**config.mk**
```make
export PLATFORM = sky130hd
export DESIGN_NAME = rx_packet_controller_flat
export DESIGN_NICKNAME = d
export VERILOG_FILES = /design/src/rtl/rx_packet_controller_if.sv /design/src/rtl/rx_packet_controller.sv /design/src/flat_wrapper.sv
export SDC_FILE = /design/constraint.sdc
export NUM_CORES = 1
export LEC_CHECK = 0
export CAP_MARGIN = 10
export CORE_UTILIZATION = 59
export CTS_CLUSTER_DIAMETER = 40
export DETAILED_ROUTE_END_ITERATION = 12
export GPL_ROUTABILITY_DRIVEN = 0
export HOLD_SLACK_MARGIN = 0.02
export PLACE_DENSITY = 0.85
export RECOVER_POWER = 25
export REMOVE_ABC_BUFFERS = 1
export SYNTH_ARGS = -nofsm -noshare
export SYNTH_HDL_FRONTEND = slang
export SYNTH_SLANG_ARGS = --single-unit
```
**constraint.sdc**
```tcl
create_clock -name clk -period 4.5 [get_ports clk]
set_input_delay 0.9 -clock clk [delete_from_list [all_inputs] [get_ports clk]]
set_output_delay 0.9 -clock clk [all_outputs]
set_load 0.005 [all_outputs]
```
**src/rtl/rx_packet_controller_if.sv**
```systemverilog
// Handshake and status bundle between the RX packet controller and its byte datapath.
interface rx_packet_controller_if;
    logic       d_edge;
    logic       eop;
    logic       byte_complete;
    logic [1:0] sync_status;
    logic [2:0] pid_status;
    logic [1:0] crc_status;
    logic       clear;
    logic       load_sync;
    logic       load_pid;
    logic       load_data;
    logic       check_sync;
    logic       check_pid;
    logic       crc_check_5;
    logic       crc_check_16;
    logic       load_error;
    logic       load_done;
    logic       rcving;

    modport master (
        input  d_edge, eop, byte_complete, sync_status, pid_status, crc_status,
        output clear, load_sync, load_pid, load_data, check_sync, check_pid,
               crc_check_5, crc_check_16, load_error, load_done, rcving
    );

    modport slave (
        output d_edge, eop, byte_complete, sync_status, pid_status, crc_status,
        input  clear, load_sync, load_pid, load_data, check_sync, check_pid,
               crc_check_5, crc_check_16, load_error, load_done, rcving
    );
endinterface

```
**src/rtl/rx_packet_controller.sv**
```systemverilog
// Receive-side packet sequencer: sync/PID/payload/CRC checking with done/error result.
// Optional inter-byte stall timeout enabled by defining RX_CTRL_TIMEOUT_EN.
module rx_packet_controller #(
    parameter int unsigned MAX_DATA_BYTES = 64,
    parameter int unsigned TIMEOUT_CYCLES = 512
) (
    input  logic                   clk,
    input  logic                   n_rst,
    rx_packet_controller_if.master bus
);
    localparam int unsigned CNT_W      = 8;
    localparam int unsigned DATA_LIMIT = MAX_DATA_BYTES + 2;

    typedef enum logic [3:0] {
        IDLE, SYNC, SYNC_CHK, PID, PID_CHK, TOKEN, DATA, HSHAKE, CRC_CHK, DRAIN, DONE, ERR
    } state_t;

    state_t           state, state_n;
    logic [CNT_W-1:0] byte_cnt, byte_cnt_n, cnt_inc;
    logic             crc16_sel, crc16_sel_n;
    logic             counting;
    logic             timeout_c;

    // Bytes landing in the same cycle as eop are counted before the eop decision.
    assign counting = state inside {TOKEN, DATA, HSHAKE};
    assign cnt_inc  = (counting && bus.byte_complete && (byte_cnt != '1))
                    ? byte_cnt + CNT_W'(1) : byte_cnt;

`ifdef RX_CTRL_TIMEOUT_EN
    localparam int unsigned TMO_W = $clog2(TIMEOUT_CYCLES + 1);

    logic [TMO_W-1:0] idle_cnt;
    logic             timed;

    assign timed = state inside {SYNC, PID, TOKEN, DATA, HSHAKE, DRAIN};

    always_ff @(posedge clk or negedge n_rst) begin
        if (!n_rst) begin
            idle_cnt <= '0;
        end else if (!timed || bus.byte_complete) begin
            idle_cnt <= '0;
        end else begin
            idle_cnt <= idle_cnt + TMO_W'(1);
        end
    end

    assign timeout_c = timed && !bus.byte_complete && (32'(idle_cnt) == TIMEOUT_CYCLES - 1);
`else
    assign timeout_c = 1'b0;
`endif

    // Next-state and counter update.
    always_comb begin
        state_n     = state;
        byte_cnt_n  = cnt_inc;
        crc16_sel_n = crc16_sel;
        case (state)
            IDLE, DONE, ERR: begin
                if (bus.d_edge) state_n = SYNC;
            end
            SYNC: begin
                if (bus.eop)                state_n = ERR;
                else if (bus.byte_complete) state_n = SYNC_CHK;
            end
            SYNC_CHK: begin
                state_n = (bus.sync_status == 2'b01) ? PID : DRAIN;
            end
            PID: begin
                if (bus.eop)                state_n = ERR;
                else if (bus.byte_complete) state_n = PID_CHK;
            end
            PID_CHK: begin
                byte_cnt_n = '0;
                case (bus.pid_status)
                    3'b001, 3'b010: state_n = TOKEN;
                    3'b011:         state_n = HSHAKE;
                    3'b000:         state_n = DATA;
                    default:        state_n = DRAIN;
                endcase
            end
            TOKEN: begin
                if (bus.eop) begin
                    if (cnt_inc == CNT_W'(2)) begin
                        state_n     = CRC_CHK;
                        crc16_sel_n = 1'b0;
                    end else begin
                        state_n = ERR;
                    end
                end else if (cnt_inc >= CNT_W'(3)) begin
                    state_n = DRAIN;
                end
            end
            DATA: begin
                if (bus.eop) begin
                    if (cnt_inc < CNT_W'(2)) begin
                        state_n = ERR;
                    end else if (32'(cnt_inc) <= DATA_LIMIT) begin
                        state_n     = CRC_CHK;
                        crc16_sel_n = 1'b1;
                    end else begin
                        state_n = ERR;
                    end
                end else if (32'(cnt_inc) > DATA_LIMIT) begin
                    state_n = DRAIN;
                end
            end
            HSHAKE: begin
                if (bus.eop)                state_n = (cnt_inc == '0) ? DONE : ERR;
                else if (bus.byte_complete) state_n = DRAIN;
            end
            CRC_CHK: begin
                state_n = (bus.crc_status == 2'b01) ? DONE : ERR;
            end
            DRAIN: begin
                if (bus.eop) state_n = ERR;
            end
            default: begin
                state_n = IDLE;
            end
        endcase
        // A stall only aborts when nothing else is moving the packet forward.
        if (timeout_c && (state_n == state)) state_n = ERR;
    end

    // State register plus outputs registered from the next state (Moore timing).
    always_ff @(posedge clk or negedge n_rst) begin
        if (!n_rst) begin
            state            <= IDLE;
            byte_cnt         <= '0;
            crc16_sel        <= 1'b0;
            bus.clear        <= 1'b0;
            bus.load_sync    <= 1'b0;
            bus.load_pid     <= 1'b0;
            bus.load_data    <= 1'b0;
            bus.check_sync   <= 1'b0;
            bus.check_pid    <= 1'b0;
            bus.crc_check_5  <= 1'b0;
            bus.crc_check_16 <= 1'b0;
            bus.load_error   <= 1'b0;
            bus.load_done    <= 1'b0;
            bus.rcving       <= 1'b0;
        end else begin
            state            <= state_n;
            byte_cnt         <= byte_cnt_n;
            crc16_sel        <= crc16_sel_n;
            bus.clear        <= (state_n == SYNC) && (state != SYNC);
            bus.load_sync    <= (state_n == SYNC);
            bus.load_pid     <= (state_n == PID);
            bus.load_data    <= (state_n == DATA);
            bus.check_sync   <= (state_n == SYNC_CHK);
            bus.check_pid    <= (state_n == PID_CHK);
            bus.crc_check_5  <= (state_n == CRC_CHK) && !crc16_sel_n;
            bus.crc_check_16 <= (state_n == CRC_CHK) && crc16_sel_n;
            bus.load_error   <= (state_n == ERR);
            bus.load_done    <= (state_n == DONE);
            bus.rcving       <= !(state_n inside {IDLE, DONE, ERR});
        end
    end
endmodule

```
**src/flat_wrapper.sv**
```systemverilog
// flat-port wrapper written by rule: the top's interface ports become plain ports
module rx_packet_controller_flat 
#(
    parameter int unsigned MAX_DATA_BYTES = 64,
    parameter int unsigned TIMEOUT_CYCLES = 512
)
  (clk, n_rst, bus_d_edge, bus_eop, bus_byte_complete, bus_sync_status, bus_pid_status, bus_crc_status, bus_clear, bus_load_sync, bus_load_pid, bus_load_data, bus_check_sync, bus_check_pid, bus_crc_check_5, bus_crc_check_16, bus_load_error, bus_load_done, bus_rcving);
  rx_packet_controller_if bus_i ();
  input  logic clk;
  input  logic n_rst;
  input wire logic [$bits(bus_i.d_edge)-1:0] bus_d_edge;
  input wire logic [$bits(bus_i.eop)-1:0] bus_eop;
  input wire logic [$bits(bus_i.byte_complete)-1:0] bus_byte_complete;
  input wire logic [$bits(bus_i.sync_status)-1:0] bus_sync_status;
  input wire logic [$bits(bus_i.pid_status)-1:0] bus_pid_status;
  input wire logic [$bits(bus_i.crc_status)-1:0] bus_crc_status;
  output wire logic [$bits(bus_i.clear)-1:0] bus_clear;
  output wire logic [$bits(bus_i.load_sync)-1:0] bus_load_sync;
  output wire logic [$bits(bus_i.load_pid)-1:0] bus_load_pid;
  output wire logic [$bits(bus_i.load_data)-1:0] bus_load_data;
  output wire logic [$bits(bus_i.check_sync)-1:0] bus_check_sync;
  output wire logic [$bits(bus_i.check_pid)-1:0] bus_check_pid;
  output wire logic [$bits(bus_i.crc_check_5)-1:0] bus_crc_check_5;
  output wire logic [$bits(bus_i.crc_check_16)-1:0] bus_crc_check_16;
  output wire logic [$bits(bus_i.load_error)-1:0] bus_load_error;
  output wire logic [$bits(bus_i.load_done)-1:0] bus_load_done;
  output wire logic [$bits(bus_i.rcving)-1:0] bus_rcving;
  assign bus_i.d_edge = bus_d_edge;
  assign bus_i.eop = bus_eop;
  assign bus_i.byte_complete = bus_byte_complete;
  assign bus_i.sync_status = bus_sync_status;
  assign bus_i.pid_status = bus_pid_status;
  assign bus_i.crc_status = bus_crc_status;
  assign bus_clear = bus_i.clear;
  assign bus_load_sync = bus_i.load_sync;
  assign bus_load_pid = bus_i.load_pid;
  assign bus_load_data = bus_i.load_data;
  assign bus_check_sync = bus_i.check_sync;
  assign bus_check_pid = bus_i.check_pid;
  assign bus_crc_check_5 = bus_i.crc_check_5;
  assign bus_crc_check_16 = bus_i.crc_check_16;
  assign bus_load_error = bus_i.load_error;
  assign bus_load_done = bus_i.load_done;
  assign bus_rcving = bus_i.rcving;
  rx_packet_controller #(.MAX_DATA_BYTES(MAX_DATA_BYTES), .TIMEOUT_CYCLES(TIMEOUT_CYCLES)) u_core (.clk(clk), .n_rst(n_rst), .bus(bus_i));
endmodule
```
==> impl_metrics.env, run 1 <==
export IMPL_status="finished, final reports clean"
export IMPL_synthArstFlopShare=1.00
export IMPL_hold_viol=0
export IMPL_leakage_nw=0.758
export IMPL_die_h_um=55.3
export IMPL_peakVddDrop_mv=0.425
export IMPL_grt_start_max_net_pins=24
export IMPL_path_cells="clkdlybuf4s50_1, o21ai_1, a211oi_4, mux2_2, a2111oi_2, a32o_1, inv_1, a211o_1, nor3_1"
export IMPL_io_pins=23
export IMPL_cts_buffers_inserted=3
export IMPL_hold_class="reg2reg"
export IMPL_worstSetupPathType="in2reg"
export IMPL_grt_pass1_wl_um=7380
export IMPL_max_stage_delay_ns=0.61
export IMPL_final_cell_area_um2=1890
export IMPL_grt_pass1_vias=1567
export IMPL_path_delay_family="compound AO/OA/AOI/OAI gates"
export IMPL_initial_core_util=0.647
export IMPL_gr_total_overflow=0
export IMPL_fin_crit_sh=0.793
export IMPL_timing_setup_tns_ns=0
export IMPL_slew_headroom=0.316
export IMPL_floorplan_die_area_um2=3060
export IMPL_cpMaxStageDelayCell="clkdlybuf4s50_1"
export IMPL_wl_um=4230
export IMPL_yosys_warnings=0
export IMPL_nFillCells=216
export IMPL_switching_power_mw=0.447
export IMPL_setup_violations_final=0
export IMPL_drc=0
export IMPL_min_period_ns=3.57
export IMPL_htreeDepth=1
export IMPL_fin_worst_skew_ns=0.0101
export IMPL_drv_slew=0
export IMPL_area_growth_pct=12.7
export IMPL_antenna_found_initial=0
export IMPL_clk_pin_slew_worst_paths_ns=0.14
export IMPL_rsz0062_at_grt="false"
export IMPL_synth_top_flop_cell="dfrtp_1"
export IMPL_path_buf_inv=2
export IMPL_cp_end_kind="flop"
export IMPL_synth_edf_count=0
export IMPL_hold_buffers=0
export IMPL_stdcell_count=234
export IMPL_dp_final_hpwl_um=3160
export IMPL_critical_path_startpoint_type="input port"
export IMPL_comb_power_share=0.540
export IMPL_syn_area_per_cell_um2=8.77
export IMPL_io_buffers=22
export IMPL_core_area_um2=2590
export IMPL_critPathRequiredTime_ns=4.73
export IMPL_insertion_delay_ns=0.32
export IMPL_ys_seq_area_frac=0.344
export IMPL_grt_usage=0.303
export IMPL_ys_ff_latch=23
export IMPL_via_per_inst=6.79
export IMPL_cts_resized=0
export IMPL_dp_cells=230
export IMPL_drv_cap=0
export IMPL_drt_iter0_markers=85
export IMPL_switching_share=0.457
export IMPL_cts_root_buf="clkbuf_4"
export IMPL_yosysTopAreaCell="dfrtp_1"
export IMPL_synth_top_area_frac=0.344
export IMPL_insertedDiodeCount=0
export IMPL_synth_area_leaders="dfrtp_1 (34%), nand2b_1 (3.4%), nor2_1 (3.1%), mux2i_1 (3.0%), nor3_1 (3.0%)"
export IMPL_fin_util=0.729
export IMPL_p_per_area_nw_per_um2=518
export IMPL_rows=18
export IMPL_synth_cell_type_count=58
export IMPL_cts_tree="built"
export IMPL_worst_pin_slew_ns=1.02
export IMPL_vias=1589
export IMPL_nets=218
export IMPL_seq_power_share=0.359
export IMPL_cts_sinks=23
export IMPL_clock_path_buffers=2
export IMPL_intPower_mw=0.530
export IMPL_wl_per_cell_um=18.1
export IMPL_synth_cells=191
export IMPL_clockPowerShare=0.101
export IMPL_critPathMaxFanout=9
export IMPL_die_w_um=55.3
export IMPL_arrival_ns=3.80
export IMPL_post_cts_buffers=0
export IMPL_drtPass1Iterations=4
export IMPL_netlist_area_um2=1680
export IMPL_max_freq_mhz=280
export IMPL_placed_area_um2=1860
export IMPL_drive_above_1_share=0.0784
export IMPL_ant_nets=0
-- power groups by stage --
stage          Sequential [mW]  Clock [mW]  Combinational (mW)
2_1_floorplan            0.329           0               0.365
5_1_grt                  0.360       0.106               0.576
4_1_cts                  0.348       0.101               0.520
3_3_place_gp             0.346           0               0.491
3_5_place_dp             0.351           0               0.517
6_report                 0.351      0.0986               0.528
-- synth_stat cells (all sizes together), types with 4 or more instances --
library cell	n
nor2	14
o21ai	8
inv	9
mux2	4
buf	6
a21oi	6
mux2i	5
and3	4
dfrtp	23
nor3	11
xnor2	4
nand3	7
nor4	4
nand2	12
nand2b	9
nor3b	6
clkbuf	7
-- per-layer routing --
layer	share of wire	wire length (um)	GRT usage	up-vias
met4	0.031	133	0.136	0
li1	-	-	-	739
met5	0	0	0	-
met2	0.46	1950	0.478	106
met3	0.091	383	0.0468	18
met1	0.42	1760	0.412	726
-- placed cells by master, fill, tap and decap left out, types with 2 or more instances in the layout --
cell type        Yosys  final
dfrtp_1             23     23
clkdlybuf4s50_1      0     20
nor2_1              14     14
nand2_1             12     12
nor3_1              10     10
nand2b_1             9      9
inv_1                9      9
nand3_1              7      7
o21ai_0              7      7
nor3b_1              6      6
a21oi_1              6      6
mux2i_1              5      5
nor4_1               4      4
and3_1               4      4
mux2_2               4      4
xnor2_1              4      4
o211ai_1             3      3
or4_1                3      3
nor2b_1              3      3
xor2_1               3      3
o221ai_1             3      3
a21o_1               3      3
clkbuf_4             0      3
and4_1               2      2
nand4_1              2      2
o221a_2              2      2
and2_1               2      2
dlygate4sd3_1        0      2
-- sequential cells by signal, summed over array words and instances (netlist names) --
name,cells
u_core.bus.load_pid,1
u_core.bus.load_error,1
u_core.bus.check_sync,1
u_core.bus.load_data,1
u_core.state,4
u_core.bus.check_pid,1
u_core.byte_cnt,8
u_core.bus.rcving,1
u_core.bus.crc_check_5,1
u_core.bus.load_done,1
u_core.bus.load_sync,1
u_core.bus.crc_check_16,1
u_core.bus.clear,1
-- worst paths after layout --
path                                               from                            to  slack [ns]  depth (start not counted)
max reg2reg                   u_core.state[3]$_DFF_PN0_    u_core.bus.clear$_DFF_PN0_        1.28                          8
min                        u_core.byte_cnt[2]$_DFF_PN0_  u_core.byte_cnt[2]$_DFF_PN0_        0.65                          1
max                                   bus_byte_complete    u_core.bus.clear$_DFF_PN0_        0.93                          9
min in group asynchronous                         n_rst  u_core.byte_cnt[4]$_DFF_PN0_        1.19                          1
max in group asynchronous                         n_rst     u_core.state[0]$_DFF_PN0_        2.69                          1
min reg2reg                u_core.byte_cnt[2]$_DFF_PN0_  u_core.byte_cnt[2]$_DFF_PN0_        0.65                          1
-- worst reg2reg max path, cell delays in order (launching register included) --
cell,delay (ns)
dfrtp_1,0.57
nand2b_1,0.41
a211oi_4,0.54
mux2_2,0.44
a2111oi_2,0.29
a32o_1,0.27
inv_1,0.09
a211o_1,0.33
nor3_1,0.20
-- through the flow --
step	hold slack (ns)	total power, mW	setup slack, ns
after floorplan	0.549	0.694	1.63
after global placement	0.597	0.837	0.836
after detailed placement	0.630	0.868	0.664
after CTS	0.642	0.969	0.989
after global routing	0.740	1.04	0.767
final	0.646	0.977	0.932
-- final cells by class --
| cell class | instances | area, um^2 | share of cell area |
|---|---|---|---|
| multi-input combinational | 145 | 990 | 0.524 |
| sequential | 23 | 576 | 0.305 |
| timing repair buffer | 22 | 220 | 0.117 |
| inverter | 10 | 37.5 | 0.0199 |
| tap | 30 | 37.5 | 0.0199 |
| clock buffer | 3 | 22.5 | 0.0119 |
| clock inverter | 1 | 5.00 | 0.00265 |
-- cells by family (layout without fill, tap and decap cells) --
kind of cell,Yosys count,in the layout,synth area share
flip-flops,23,23,0.344
multiplexers,9,9,0.0568
buffers and inverters,23,36,0.0657
XOR/XNOR,7,7,0.0366
adder cells (fa/ha/maj),1,1,0.00747
AND/OR/NAND/NOR,84,84,0.282
AO/OA/AOI/OAI,44,44,0.208
No activity file was read; power rests on OpenSTA's default activity.
==> run 2, diff against run 1 <==
CORE_UTILIZATION = 49   (was 59)
PLACE_DENSITY = 0.75   (was 0.85)
clock period = 3.06 ns   (was 4.5 ns; I/O delays follow)
==> impl_metrics.env, run 2 (synthesis results as in run 1) <==
export IMPL_drv_slew=0
export IMPL_worstSetupPathType="in2reg"
export IMPL_crit_path_start="bus_byte_complete"
export IMPL_critPathRequiredTime_ns=3.30
export IMPL_rsz0062_at_grt="true"
export IMPL_r2r_slack_ns=0.20
export IMPL_arrival_ns=3.22
export IMPL_insertedDiodeCount=0
export IMPL_wl_per_cell_um=15.8
export IMPL_hold_buffers=0
export IMPL_grt_usage=0.260
export IMPL_vias=1658
export IMPL_cts_sinks=23
export IMPL_rows=20
export IMPL_largest_reg_flops=8
export IMPL_min_period_ns=2.98
export IMPL_fin_crit_sh=0.974
export IMPL_final_common_cell="buf_4"
export IMPL_whs_ns=0.645
export IMPL_leakage_nw=0.901
export IMPL_die_h_um=60.5
export IMPL_floorplan_die_area_um2=3660
export IMPL_critical_path_startpoint_type="input port"
export IMPL_grt_pass1_wl_um=7060
export IMPL_drc=0
export IMPL_htreeDepth=1
export IMPL_largestRegisters="u_core.byte_cnt (8), u_core.state (4)"
export IMPL_dp_cells=267
export IMPL_clock_path_buffers=2
export IMPL_reg2reg_from="u_core.byte_cnt[1]$_DFF_PN0_"
export IMPL_gr_total_overflow=0
export IMPL_final_cell_mix="buf_4 (25), dfrtp_1 (23), clkdlybuf4s50_1 (21)"
export IMPL_via_per_inst=6.05
export IMPL_critPathMaxFanout=5
export IMPL_io_pins=23
export IMPL_clk_pin_slew_worst_paths_ns=0.12
export IMPL_cp_end_kind="flop"
export IMPL_fin_worst_skew_ns=0.00425
export IMPL_wl_um=4340
export IMPL_insertion_delay_ns=0.32
export IMPL_p_per_area_nw_per_um2=744
export IMPL_cts_tree="built"
export IMPL_drt_iter0_markers=77
export IMPL_area_growth_pct=27.5
export IMPL_hold_class="reg2reg"
export IMPL_antenna_found_initial=0
export IMPL_setup_violations_final=0
export IMPL_cts_buffers_inserted=3
export IMPL_drv_cap=0
export IMPL_ant_nets=0
export IMPL_die_w_um=60.5
export IMPL_nets=244
export IMPL_min_from="u_core.byte_cnt[2]$_DFF_PN0_"
export IMPL_core_area_um2=3150
export IMPL_peakVddDrop_mv=0.358
export IMPL_drive_above_1_share=0.191
export IMPL_drtPass1Iterations=5
export IMPL_max_freq_mhz=336
export IMPL_initial_core_util=0.531
export IMPL_worst_pin_slew_ns=1.22
export IMPL_stdcell_count=274
export IMPL_grt_pass1_vias=1536
export IMPL_hold_viol=0
export IMPL_cts_root_buf="clkbuf_4"
export IMPL_grt_start_max_net_pins=24
export IMPL_status="finished, final reports clean"
export IMPL_dp_final_hpwl_um=3200
export IMPL_largest_register="u_core.byte_cnt"
export IMPL_io_buffers=22
export IMPL_slew_headroom=0.190
## run 2: cell types whose count changed in the layout (fill, tap and decap cells not counted), sizes merged
cell           previous run  this run
clkbuf                    3         4
buf                       0        25
dlygate4sd3               2         1
clkdlybuf4s50            20        21
## run 2: final cells by class
class / count / area, um^2
multi-input combinational: 145 / 1030
fill: 290 / 1020
sequential: 23 / 576
timing repair buffer: 48 / 412
tap: 44 / 55.1
inverter: 10 / 37.5
clock buffer: 3 / 22.5
clock inverter: 1 / 5.00
## run 2: worst max-delay path: stages
cell and delay [ns]:
clkdlybuf4s50_1 0.53, o21ai_1 0.18, a211oi_4 0.35, mux2_2 0.43
a2111oi_4 0.32, a32o_1 0.20, inv_1 0.07, a211o_1 0.31
nor3b_1 0.22
## run 2: layer usage
layer	vias up	wire length [um]	part of all wire	track usage
met5	-	0	0	0
met4	0	63	0.015	0.130
met3	5	275	0.063	0.0256
met2	71	2000	0.46	0.416
met1	785	2000	0.46	0.352
li1	797	-	-	-
## run 2: path summary, 6_finish.rpt
kind | cells after the start | end
hold reg to reg | 1 | u_core.byte_cnt[2]$_DFF_PN0_
hold / removal | 1 | u_core.byte_cnt[2]$_DFF_PN0_
setup / recovery | 9 | u_core.bus.check_sync$_DFF_PN0_
setup reg to reg | 9 | u_core.bus.check_sync$_DFF_PN0_
min in group asynchronous | 2 | u_core.byte_cnt[7]$_DFF_PN0_
max in group asynchronous | 2 | u_core.bus.check_pid$_DFF_PN0_
## run 2: where the power goes
group	leakage, nW	internal [mW]	switching, mW
clock network	0.0177	0.0490	0.0928
logic	0.579	0.478	0.530
registers	0.305	0.379	0.0608
## run 2: stage by stage
stage          setup WS [ns]  setup TNS (ns)  power (mW)   util  area [um^2]
2_1_floorplan          0.295               0        1.02      -         1600
3_3_place_gp          -0.111          -0.564        1.37  0.650         2050
3_5_place_dp          -0.219           -1.55        1.39  0.650         2050
4_1_cts                0.109               0        1.54  0.659         2080
5_1_grt             -0.00570        -0.00570        1.71  0.677         2140
6_report              0.0806               0        1.59  0.677         2140
## run 2: timing repair
action | 4_1_cts | 5_1_grt
endpoints found under the setup margin | 0 | 8
gates resized for setup | 0 | 6
setup buffers | 0 | 3
